## src/rtl/fft_pkg.sv

```systemverilog
// Shared widths, complex packing and fixed-point helpers for the radix-2 butterfly.
package fft_pkg;

  localparam int DW_DEF   = 16;
  localparam int FRAC_DEF = DW_DEF - 1;
  localparam int STAGES   = 3;

  // {real, imag} packing used on every complex bus
  typedef struct packed {
    logic signed [DW_DEF-1:0] re;
    logic signed [DW_DEF-1:0] im;
  } cplx_t;

  // Round half up then drop frac bits; callers size-cast the result to their width.
  function automatic logic signed [63:0] rnd_half_up(input logic signed [63:0] x,
                                                     input int frac);
    logic signed [63:0] half;
    half = 64'sd1 <<< (frac - 1);
    return (x + half) >>> frac;
  endfunction

  // Clamp to the signed range of a w-bit value.
  function automatic logic signed [63:0] sat(input logic signed [63:0] x, input int w);
    logic signed [63:0] hi;
    logic signed [63:0] lo;
    hi = (64'sd1 <<< (w - 1)) - 64'sd1;
    lo = -(64'sd1 <<< (w - 1));
    if (x > hi) return hi;
    if (x < lo) return lo;
    return x;
  endfunction

  function automatic logic is_sat(input logic signed [63:0] x, input int w);
    return sat(x, w) != x;
  endfunction

endpackage

```

## src/rtl/fft_butterfly_pipe_if.sv

```systemverilog
// Handshake and data bundle for the butterfly pipe.
interface fft_butterfly_pipe_if #(parameter int DW = 16);
  logic            in_valid;
  logic            in_ready;
  logic [2*DW-1:0] in_a;
  logic [2*DW-1:0] in_b;
  logic [2*DW-1:0] in_w;
  logic            in_scale;
  logic            in_inverse;
  logic            out_valid;
  logic            out_ready;
  logic [2*DW-1:0] out1;
  logic [2*DW-1:0] out2;
  logic            out_ovf;
  logic            ovf_sticky;
  logic            ovf_clr;

  modport master (
    output in_valid, in_a, in_b, in_w, in_scale, in_inverse, out_ready, ovf_clr,
    input  in_ready, out_valid, out1, out2, out_ovf, ovf_sticky
  );

  modport slave (
    input  in_valid, in_a, in_b, in_w, in_scale, in_inverse, out_ready, ovf_clr,
    output in_ready, out_valid, out1, out2, out_ovf, ovf_sticky
  );
endinterface

```

## src/rtl/fft_cmul.sv

```systemverilog
// Stage 2: optional conjugate of the twiddle, then four registered DW x DW products.
module fft_cmul
  import fft_pkg::*;
#(
  parameter int DW = DW_DEF
) (
  input  logic                  clk,
  input  logic                  reset,
  input  logic                  i_en,
  input  logic [2*DW-1:0]       i_b,
  input  logic [2*DW-1:0]       i_w,
  input  logic                  i_inv,
  output logic signed [2*DW-1:0] o_p_rr,
  output logic signed [2*DW-1:0] o_p_ii,
  output logic signed [2*DW-1:0] o_p_ri,
  output logic signed [2*DW-1:0] o_p_ir
);

  localparam logic signed [DW-1:0] MIN_V = {1'b1, {(DW-1){1'b0}}};
  localparam logic signed [DW-1:0] MAX_V = {1'b0, {(DW-1){1'b1}}};

  logic signed [DW-1:0] w_br, w_bi, w_wr, w_wi, w_wi_eff;

  assign w_br = i_b[2*DW-1:DW];
  assign w_bi = i_b[DW-1:0];
  assign w_wr = i_w[2*DW-1:DW];
  assign w_wi = i_w[DW-1:0];

  // Conjugate for IFFT; -MIN does not fit so it clamps to MAX
  always_comb begin
    w_wi_eff = w_wi;
    if (i_inv) w_wi_eff = (w_wi == MIN_V) ? MAX_V : -w_wi;
  end

  // Product registers advance with the global enable
  always_ff @(posedge clk or posedge reset) begin
    if (reset) begin
      o_p_rr <= '0;
      o_p_ii <= '0;
      o_p_ri <= '0;
      o_p_ir <= '0;
    end else if (i_en) begin
      o_p_rr <= w_br * w_wr;
      o_p_ii <= w_bi * w_wi_eff;
      o_p_ri <= w_br * w_wi_eff;
      o_p_ir <= w_bi * w_wr;
    end
  end

endmodule

```

## src/rtl/fft_butterfly_pipe.sv

```systemverilog
// Radix-2 DIT butterfly: out1 = a + w*b, out2 = a - w*b, 3-stage elastic pipe
// with a single global advance enable, per-item scale/inverse and saturation flags.
module fft_butterfly_pipe
  import fft_pkg::*;
#(
  parameter int DW   = DW_DEF,
  parameter int FRAC = DW - 1
) (
  input  logic               clk,
  input  logic               reset,
  fft_butterfly_pipe_if.slave bus
);

  logic              w_en;
  logic [STAGES:1]   r_vld_pipe;

  // S1 registers
  logic [2*DW-1:0]   r1_a, r1_b, r1_w;
  logic              r1_scale, r1_inv;
  // S2 side-band registers (products live in fft_cmul)
  logic [2*DW-1:0]   r2_a;
  logic              r2_scale;
  logic signed [2*DW-1:0] w_p_rr, w_p_ii, w_p_ri, w_p_ir;
  // S3 output registers
  logic [2*DW-1:0]   r_out1, r_out2;
  logic              r_ovf, r_sticky;

  // Whole pipe stalls only when the output is held
  assign w_en = !r_vld_pipe[STAGES] || bus.out_ready;

  // Valid shift register; an idle input cycle becomes a bubble
  always_ff @(posedge clk or posedge reset) begin
    if (reset)     r_vld_pipe <= '0;
    else if (w_en) r_vld_pipe <= {r_vld_pipe[STAGES-1:1], bus.in_valid};
  end

  // S1: capture operands and their per-item controls
  always_ff @(posedge clk or posedge reset) begin
    if (reset) begin
      r1_a <= '0; r1_b <= '0; r1_w <= '0; r1_scale <= 1'b0; r1_inv <= 1'b0;
    end else if (w_en) begin
      r1_a     <= bus.in_a;
      r1_b     <= bus.in_b;
      r1_w     <= bus.in_w;
      r1_scale <= bus.in_scale;
      r1_inv   <= bus.in_inverse;
    end
  end

  fft_cmul #(.DW(DW)) u_cmul (
    .clk    (clk),
    .reset  (reset),
    .i_en   (w_en),
    .i_b    (r1_b),
    .i_w    (r1_w),
    .i_inv  (r1_inv),
    .o_p_rr (w_p_rr),
    .o_p_ii (w_p_ii),
    .o_p_ri (w_p_ri),
    .o_p_ir (w_p_ir)
  );

  // S2: carry a and scale alongside the products
  always_ff @(posedge clk or posedge reset) begin
    if (reset) begin
      r2_a <= '0; r2_scale <= 1'b0;
    end else if (w_en) begin
      r2_a     <= r1_a;
      r2_scale <= r1_scale;
    end
  end

  // S3 combine: exact complex sum, round, add/sub, optional halve, saturate
  logic signed [2*DW:0]   w_sum_re, w_sum_im;
  logic signed [DW+1:0]   w_wb_re, w_wb_im;
  logic signed [DW-1:0]   w_a_re, w_a_im;
  logic signed [DW+2:0]   w_res [4];
  logic signed [DW+2:0]   w_scl [4];
  logic signed [DW-1:0]   w_sat [4];
  logic [3:0]             w_ovf4;

  assign w_sum_re = (2*DW+1)'(w_p_rr) - (2*DW+1)'(w_p_ii);
  assign w_sum_im = (2*DW+1)'(w_p_ri) + (2*DW+1)'(w_p_ir);
  assign w_wb_re  = (DW+2)'(rnd_half_up(64'(w_sum_re), FRAC));
  assign w_wb_im  = (DW+2)'(rnd_half_up(64'(w_sum_im), FRAC));
  assign w_a_re   = r2_a[2*DW-1:DW];
  assign w_a_im   = r2_a[DW-1:0];

  assign w_res[0] = (DW+3)'(w_a_re) + (DW+3)'(w_wb_re);
  assign w_res[1] = (DW+3)'(w_a_im) + (DW+3)'(w_wb_im);
  assign w_res[2] = (DW+3)'(w_a_re) - (DW+3)'(w_wb_re);
  assign w_res[3] = (DW+3)'(w_a_im) - (DW+3)'(w_wb_im);

  // Halving happens before the clamp so scaled results rarely saturate
  always_comb begin
    for (int i = 0; i < 4; i++) begin
      w_scl[i]  = r2_scale ? (w_res[i] >>> 1) : w_res[i];
      w_sat[i]  = DW'(sat(64'(w_scl[i]), DW));
      w_ovf4[i] = is_sat(64'(w_scl[i]), DW);
    end
  end

  // S3 output register, held while downstream stalls
  always_ff @(posedge clk or posedge reset) begin
    if (reset) begin
      r_out1 <= '0; r_out2 <= '0; r_ovf <= 1'b0;
    end else if (w_en) begin
      r_out1 <= {w_sat[0], w_sat[1]};
      r_out2 <= {w_sat[2], w_sat[3]};
      r_ovf  <= r_vld_pipe[STAGES-1] && (|w_ovf4);
    end
  end

  // Sticky flag: a saturating transfer beats a same-cycle clear
  always_ff @(posedge clk or posedge reset) begin
    if (reset)                                          r_sticky <= 1'b0;
    else if (r_vld_pipe[STAGES] && bus.out_ready && r_ovf) r_sticky <= 1'b1;
    else if (bus.ovf_clr)                               r_sticky <= 1'b0;
  end

  assign bus.in_ready   = w_en;
  assign bus.out_valid  = r_vld_pipe[STAGES];
  assign bus.out1       = r_out1;
  assign bus.out2       = r_out2;
  assign bus.out_ovf    = r_ovf;
  assign bus.ovf_sticky = r_sticky;

endmodule

```

## src/flat_wrapper.sv

```systemverilog
// flat-port wrapper written by rule: the top's interface ports become plain ports
module fft_butterfly_pipe_flat import fft_pkg::*;
#(
  parameter int DW   = DW_DEF,
  parameter int FRAC = DW - 1
)
  (clk, reset, bus_in_valid, bus_in_a, bus_in_b, bus_in_w, bus_in_scale, bus_in_inverse, bus_out_ready, bus_ovf_clr, bus_in_ready, bus_out_valid, bus_out1, bus_out2, bus_out_ovf, bus_ovf_sticky);
  fft_butterfly_pipe_if #(.DW(DW)) bus_i ();
  input  logic clk;
  input  logic reset;
  input wire logic [$bits(bus_i.in_valid)-1:0] bus_in_valid;
  input wire logic [$bits(bus_i.in_a)-1:0] bus_in_a;
  input wire logic [$bits(bus_i.in_b)-1:0] bus_in_b;
  input wire logic [$bits(bus_i.in_w)-1:0] bus_in_w;
  input wire logic [$bits(bus_i.in_scale)-1:0] bus_in_scale;
  input wire logic [$bits(bus_i.in_inverse)-1:0] bus_in_inverse;
  input wire logic [$bits(bus_i.out_ready)-1:0] bus_out_ready;
  input wire logic [$bits(bus_i.ovf_clr)-1:0] bus_ovf_clr;
  output wire logic [$bits(bus_i.in_ready)-1:0] bus_in_ready;
  output wire logic [$bits(bus_i.out_valid)-1:0] bus_out_valid;
  output wire logic [$bits(bus_i.out1)-1:0] bus_out1;
  output wire logic [$bits(bus_i.out2)-1:0] bus_out2;
  output wire logic [$bits(bus_i.out_ovf)-1:0] bus_out_ovf;
  output wire logic [$bits(bus_i.ovf_sticky)-1:0] bus_ovf_sticky;
  assign bus_i.in_valid = bus_in_valid;
  assign bus_i.in_a = bus_in_a;
  assign bus_i.in_b = bus_in_b;
  assign bus_i.in_w = bus_in_w;
  assign bus_i.in_scale = bus_in_scale;
  assign bus_i.in_inverse = bus_in_inverse;
  assign bus_i.out_ready = bus_out_ready;
  assign bus_i.ovf_clr = bus_ovf_clr;
  assign bus_in_ready = bus_i.in_ready;
  assign bus_out_valid = bus_i.out_valid;
  assign bus_out1 = bus_i.out1;
  assign bus_out2 = bus_i.out2;
  assign bus_out_ovf = bus_i.out_ovf;
  assign bus_ovf_sticky = bus_i.ovf_sticky;
  fft_butterfly_pipe #(.DW(DW), .FRAC(FRAC)) u_core (.clk(clk), .reset(reset), .bus(bus_i));
endmodule
```

## config.mk

```make
export PLATFORM = sky130hd
export DESIGN_NAME = fft_butterfly_pipe_flat
export DESIGN_NICKNAME = d
export VERILOG_FILES = /design/src/rtl/fft_pkg.sv /design/src/rtl/fft_butterfly_pipe_if.sv /design/src/rtl/fft_cmul.sv /design/src/rtl/fft_butterfly_pipe.sv /design/src/flat_wrapper.sv
export SDC_FILE = /design/constraint.sdc
export NUM_CORES = 2
export LEC_CHECK = 0
export CORE_ASPECT_RATIO = 0.9
export CORE_UTILIZATION = 55
export DETAILED_ROUTE_END_ITERATION = 10
export PLACE_DENSITY = 0.84
export SLEW_MARGIN = 20
export SYNTH_ARGS = -nofsm -noshare
export SYNTH_HDL_FRONTEND = slang
export SYNTH_SLANG_ARGS = --single-unit
```

## constraint.sdc

```tcl
create_clock -name clk -period 17.65 [get_ports clk]
set_input_delay 2.6475 -clock clk [delete_from_list [all_inputs] [get_ports clk]]
set_output_delay 2.6475 -clock clk [all_outputs]
set_load 0.05 [all_outputs]
```

* Word level (Yosys, flattened, before mapping) *
Cells that the tools add are included.

cells by class
  add/subtract/negate cells = 9
  multipliers = 4
  magnitude comparators = 8
  equal/unequal tests = 5
  mux-type cells = 36
  reductions and logical operators = 7

operators with widths
  kind                                                  count
  two-way mux 64 bit                                    16
  inequality test 64 x 19 -> 1 bit                      4
  multiplier 16 x 16 -> 32 bit                          4
  > comparator 19 x 16 -> 1 bit, second input constant  4
  < comparator 19 x 16 -> 1 bit, second input constant  4
  two-way mux 18 bit                                    4
  adder 33 x 16 -> 33 bit, second input constant        2
  adder 16 x 18 -> 19 bit                               2
  subtractor 16 x 18 -> 19 bit                          2
  adder 32 x 32 -> 33 bit                               1
  subtractor 32 x 32 -> 33 bit                          1
  two-way mux 16 bit                                    2
  equality test 16 bit, second input constant           1
  negator 16 bit                                        1
  two-way mux 1 bit                                     14
  OR reduction 4 bit                                    1
  logical AND 1 bit                                     3
  nonzero test 2 bit                                    1
  zero test 1 bit                                       1
  logical OR 1 bit                                      1

storage, ports and cells
  bits in registers = 328
  input port bits = 103
  output and inout bits = 68

* Depth between registers and ports, before layout *
  depth in word-level cells = 12
  gate-level depth with buffers = 38

* Cells and area by module *
From an unflattened synthesis, not the netlist that was laid out.

unflattened totals
  cells, all modules = 6692
  area, all modules = 60196.5 um^2

by module, submodules not included
  module              instances  cells each  area each (um^2)
  fft_cmul            1          4731        44196.1
  fft_butterfly_pipe  1          1961        16000.3

* Worst setup path after synthesis *
Ideal clock, no wire load.

  path type = register to register
  from = register u_core.r1_w[0]
  to = register u_core.u_cmul.o_p_ri[31]
  setup time = 0.137 ns
  arrival = 8.567 ns
  setup slack = 8.946 ns
  stages on the path, launching flop included = 35
  path buffers = 1
  cells stage by stage = dfrtp_1 > inv_1 > ha_1 > nand2_1 > or3_4 > or3_1 > or3_4 > or3_4 > nor3b_4 > o21ai_0 > o21ai_0 > buf_2 > nand2_1 > fa_1 > inv_1 > fa_1 > inv_1 > fa_1 > inv_1 > fa_1 > inv_1 > fa_1 > inv_1 > fa_1 > ha_1 > a21o_1 > a21oi_1 > o21ai_0 > o31ai_1 > a211oi_1 > o311a_1 > a311o_1 > a21oi_1 > xnor2_1 > a21oi_1

between the ends
  word-level cells in the longest chain between the ends = 4

ends and longest elaborated chain
  element                                                 line                      text
  from (decl)                                             fft_butterfly_pipe.sv:18  logic [2*DW-1:0] r1_a, r1_b, r1_w;
  from (signal assigned)                                  fft_butterfly_pipe.sv:44  r1_w <= bus.in_w;
  negator 16 bit or equality test 16 bit (tied branches)  fft_cmul.sv:32            if (i_inv) w_wi_eff = (w_wi == MIN_V) ? MAX_V : -w_wi;
  two-way mux 16 bit                                      fft_cmul.sv:32
  two-way mux 16 bit (*)                                  fft_cmul.sv:32
  multiplier 16 x 16 -> 32 bit (*)                        fft_cmul.sv:45            o_p_ri <= w_br * w_wi_eff;
  to (signal assigned)                                    fft_cmul.sv:45
  to (decl)                                               fft_cmul.sv:15            output logic signed [2*DW-1:0] o_p_ri,

Every way passes the cells marked *; elsewhere a longest branch is shown, timed or not.
A chain may end at the register's enable or synchronous reset.

* Final worst setup path *
  from = register u_core.r1_w[1]
  to = register u_core.u_cmul.o_p_ri[31]

Same word-level chain as after synthesis.

==> metrics.txt <==
status=completed; I/O pin total=171; YS warnings=0; antenna violations before repair=2; Synth Area in Simple Gates=between 15 and 20%; starting density of the core=55.9%; #FFs+latches synth=328; Core Area=106000 um2; synthesized instance count=between 6000 and 7000; total negative slack=0 ns; initial DRC count=4418; Setup crit start kind=register; Die Height=roughly 310 um; register area share after synthesis=between 10% and 20%; WL final=159 mm; cts repair resizes=0; hold_buf cts=0; CP endpoint kind=register; CP most frequent cell=fa_1; XOR/XNOR Fraction of Synth Area=about 3.2%; fin crit share=59.2%; Via-to-Cell Ratio=5.72; Area Growth Syn to Fin=7.53%; total track usage=between 20% and 30%; vias=46900; WL per Instance=around 19 um; first-pass GRT wire length=roughly 260 mm; Clock Skew=0.0366 ns; CP top delay family=adder cells; setup violators final=0; total CTS buffers=44; die area=109000 um2; TritonCTS clock tree=done; Max-Cap Viols=0; max frequency=95.6 MHz; vias in the first global route=48800; adder-cell share of the synthesized area=46.6%; Synth top cells by count=inv_1 (1262), nand2_1 (1157), fa_1 (1052), ha_1 (529), and2_1 (386); Synth cell types=80; Syn Nets=8424; pin count of the biggest net entering global routing=165; max-slew violation count=0; max incr delay on CP=0.89 ns; Synth top area share=roughly 35%; floorplan row count=around 110; Post-route DRC=0; number of enable flip-flop cells after synthesis=0; post-synthesis instance area=59400 um2; Avg Inst Size Synth=8.81 um2; mux contribution to synthesized area=less than 1%; Final Hold Viols=0; Clock Tree Root=clkbuf_16; gr ovfl total=0; CP Class=reg -> reg; DR pass1 iterations=6; largest family of logic cells by synthesized area=adder cells; Synth async-reset ratio=100%; hpwl dp=between 100 and 150 mm; shortest period the worst path allows=10.46 ns; count leader, synth=inv_1; ys flop type=dfrtp_1; H-tree levels=2; Worst EP required=18.13 ns; chip width=around 350 um; critical path arrival=between 10 and 15 ns; IO Port Bufs=170; CP max stage cell=a31oi_4; Buffers & Inverters on Critical Path=4; Slew HR=~16%; Post-CTS Setup Bufs=0; biggest area consumer among synthesized cells=fa_1; RSZ-0062 raised after global routing=false; CTS clock-pin slew for the worst setup and hold paths=0.07 ns; largest cells by area after synthesis=fa_1 (35%), dfrtp_1 (14%), ha_1 (11%); Clock Tree Buf Depth=3; Nets=8403; CP Max Fanout=32; gpl congestion=0.952; DRT antenna net count=0; fraction of layout cells with a size suffix above 1=3.55%; Compound-Gate Fraction of Synth Area=a little under 9%; Sink Count=328; Worst Tran Pin Value=1.23 ns; Clock Latency Late Sink=0.64 ns; Hold Crit Class=reg -> reg
-- through the flow --
step	hold WS, ns	util [%]	cell area [um2]	worst slack [ns]	std cells
global route	0.484	60.1	63900	6.86	8192
floorplan	0.430	-	59400	5.92	6740
finish	0.464	60.1	63900	7.19	8193
CTS	0.469	60.1	63900	7.41	8191
detailed placement	0.455	58.7	62400	7.54	8110
global placement	0.445	58.7	62400	7.77	8110
-- worst reg2reg max path, delay by kind of cell (launching register included) --
family,cells,cell delay (ns)
AOI/OAI and AO/OA,9,3.38
DFF,1,0.39
adders and majority gates,8,3.51
buffers and inverters,4,0.31
and+or+nand+nor,10,2.60
xor gates and xnor gates,1,0.14
-- logic make-up (layout without fill, tap and decap cells) --
kind of cell / count (synthesis) / after routing
buffers and inverters: 1580 / 1594
flip-flops: 328 / 328
multiplexers: 20 / 20
AND/OR/NAND/NOR: 2203 / 2203
AO/OA/AOI/OAI: 810 / 810
XOR/XNOR: 218 / 218
other: 0 / 2
adder cells (fa/ha/maj): 1581 / 1581
-- layer usage --
metal / GRT usage [%] / vias to the layer above / share of wire [%]
li1: - / 20700 / -
met1: 41.9 / 23500 / 41
met2: 46.2 / 2254 / 45
met3: 5.27 / 348 / 9.4
met4: 11.9 / 0 / 4.4
met5: 0 / - / 0
-- state kept, by name, indices dropped and copies added, names as in the netlist --
register and count:
u_core.bus.out1 32, u_core.bus.out2 32, u_core.bus.out_ovf 1, u_core.bus.ovf_sticky 1
u_core.r1_a 32, u_core.r1_b 32, u_core.r1_inv 1, u_core.r1_scale 1
u_core.r1_w 32, u_core.r2_a 32, u_core.r2_scale 1, u_core.r_vld_pipe 3
u_core.u_cmul.o_p_ii 32, u_core.u_cmul.o_p_ir 32, u_core.u_cmul.o_p_ri 32, u_core.u_cmul.o_p_rr 32
-- cells in the final DEF, fill, tap and decap left out, drive strengths merged, types with 16 or more instances in the layout --
| cell | Yosys | layout |
|---|---|---|
| clkdlybuf4s50 | 0 | 170 |
| inv | 1263 | 1268 |
| a211o | 18 | 18 |
| nor3 | 63 | 63 |
| nand2 | 1157 | 1157 |
| nand4 | 16 | 16 |
| o31ai | 16 | 16 |
| o211ai | 26 | 26 |
| clkbuf | 282 | 56 |
| mux2i | 19 | 19 |
| fa | 1052 | 1052 |
| xnor2 | 147 | 147 |
| o21ai | 157 | 157 |
| nor2b | 57 | 57 |
| a21o | 56 | 56 |
| and3 | 20 | 20 |
| or2 | 43 | 43 |
| buf | 33 | 78 |
| dfrtp | 328 | 328 |
| a21oi | 238 | 238 |
| nand3 | 52 | 52 |
| a211oi | 32 | 32 |
| ha | 529 | 529 |
| o22a | 32 | 32 |
| and2 | 386 | 386 |
| or3 | 28 | 28 |
| o21a | 40 | 40 |
| nand2b | 56 | 56 |
| xor2 | 71 | 71 |
| a31oi | 41 | 41 |
| o21bai | 38 | 38 |
| nor2 | 277 | 277 |
-- final cells by class --
| type | count | area, um2 |
|---|---|---|
| antenna | 2 | 5.00 |
| clock buffer | 56 | 1210 |
| clock inverter | 25 | 297 |
| fill | 8905 | 42400 |
| inverter | 1265 | 4760 |
| multi-input combinational | 4832 | 45300 |
| sequential | 328 | 8210 |
| tap | 1437 | 1800 |
| timing repair buffer | 248 | 2300 |
-- worst paths after layout --
kind | depth (start not counted) | from | to | slack (ns)
max in group asynchronous | 4 | reset | u_core.u_cmul.o_p_ii[8] | 12.89
max | 32 | u_core.r1_w[1] | u_core.u_cmul.o_p_ri[31] | 7.19
max reg2reg | 32 | u_core.r1_w[1] | u_core.u_cmul.o_p_ri[31] | 7.19
min reg2reg | 2 | u_core.r1_a[9] | u_core.r2_a[9] | 0.46
min | 2 | u_core.r1_a[9] | u_core.r2_a[9] | 0.46
min in group asynchronous | 2 | reset | u_core.r2_a[3] | 2.54
Power is left out: the tool's default activity adds up to more than one toggle a clock period on the data nets, which glitch-free logic cannot reach.
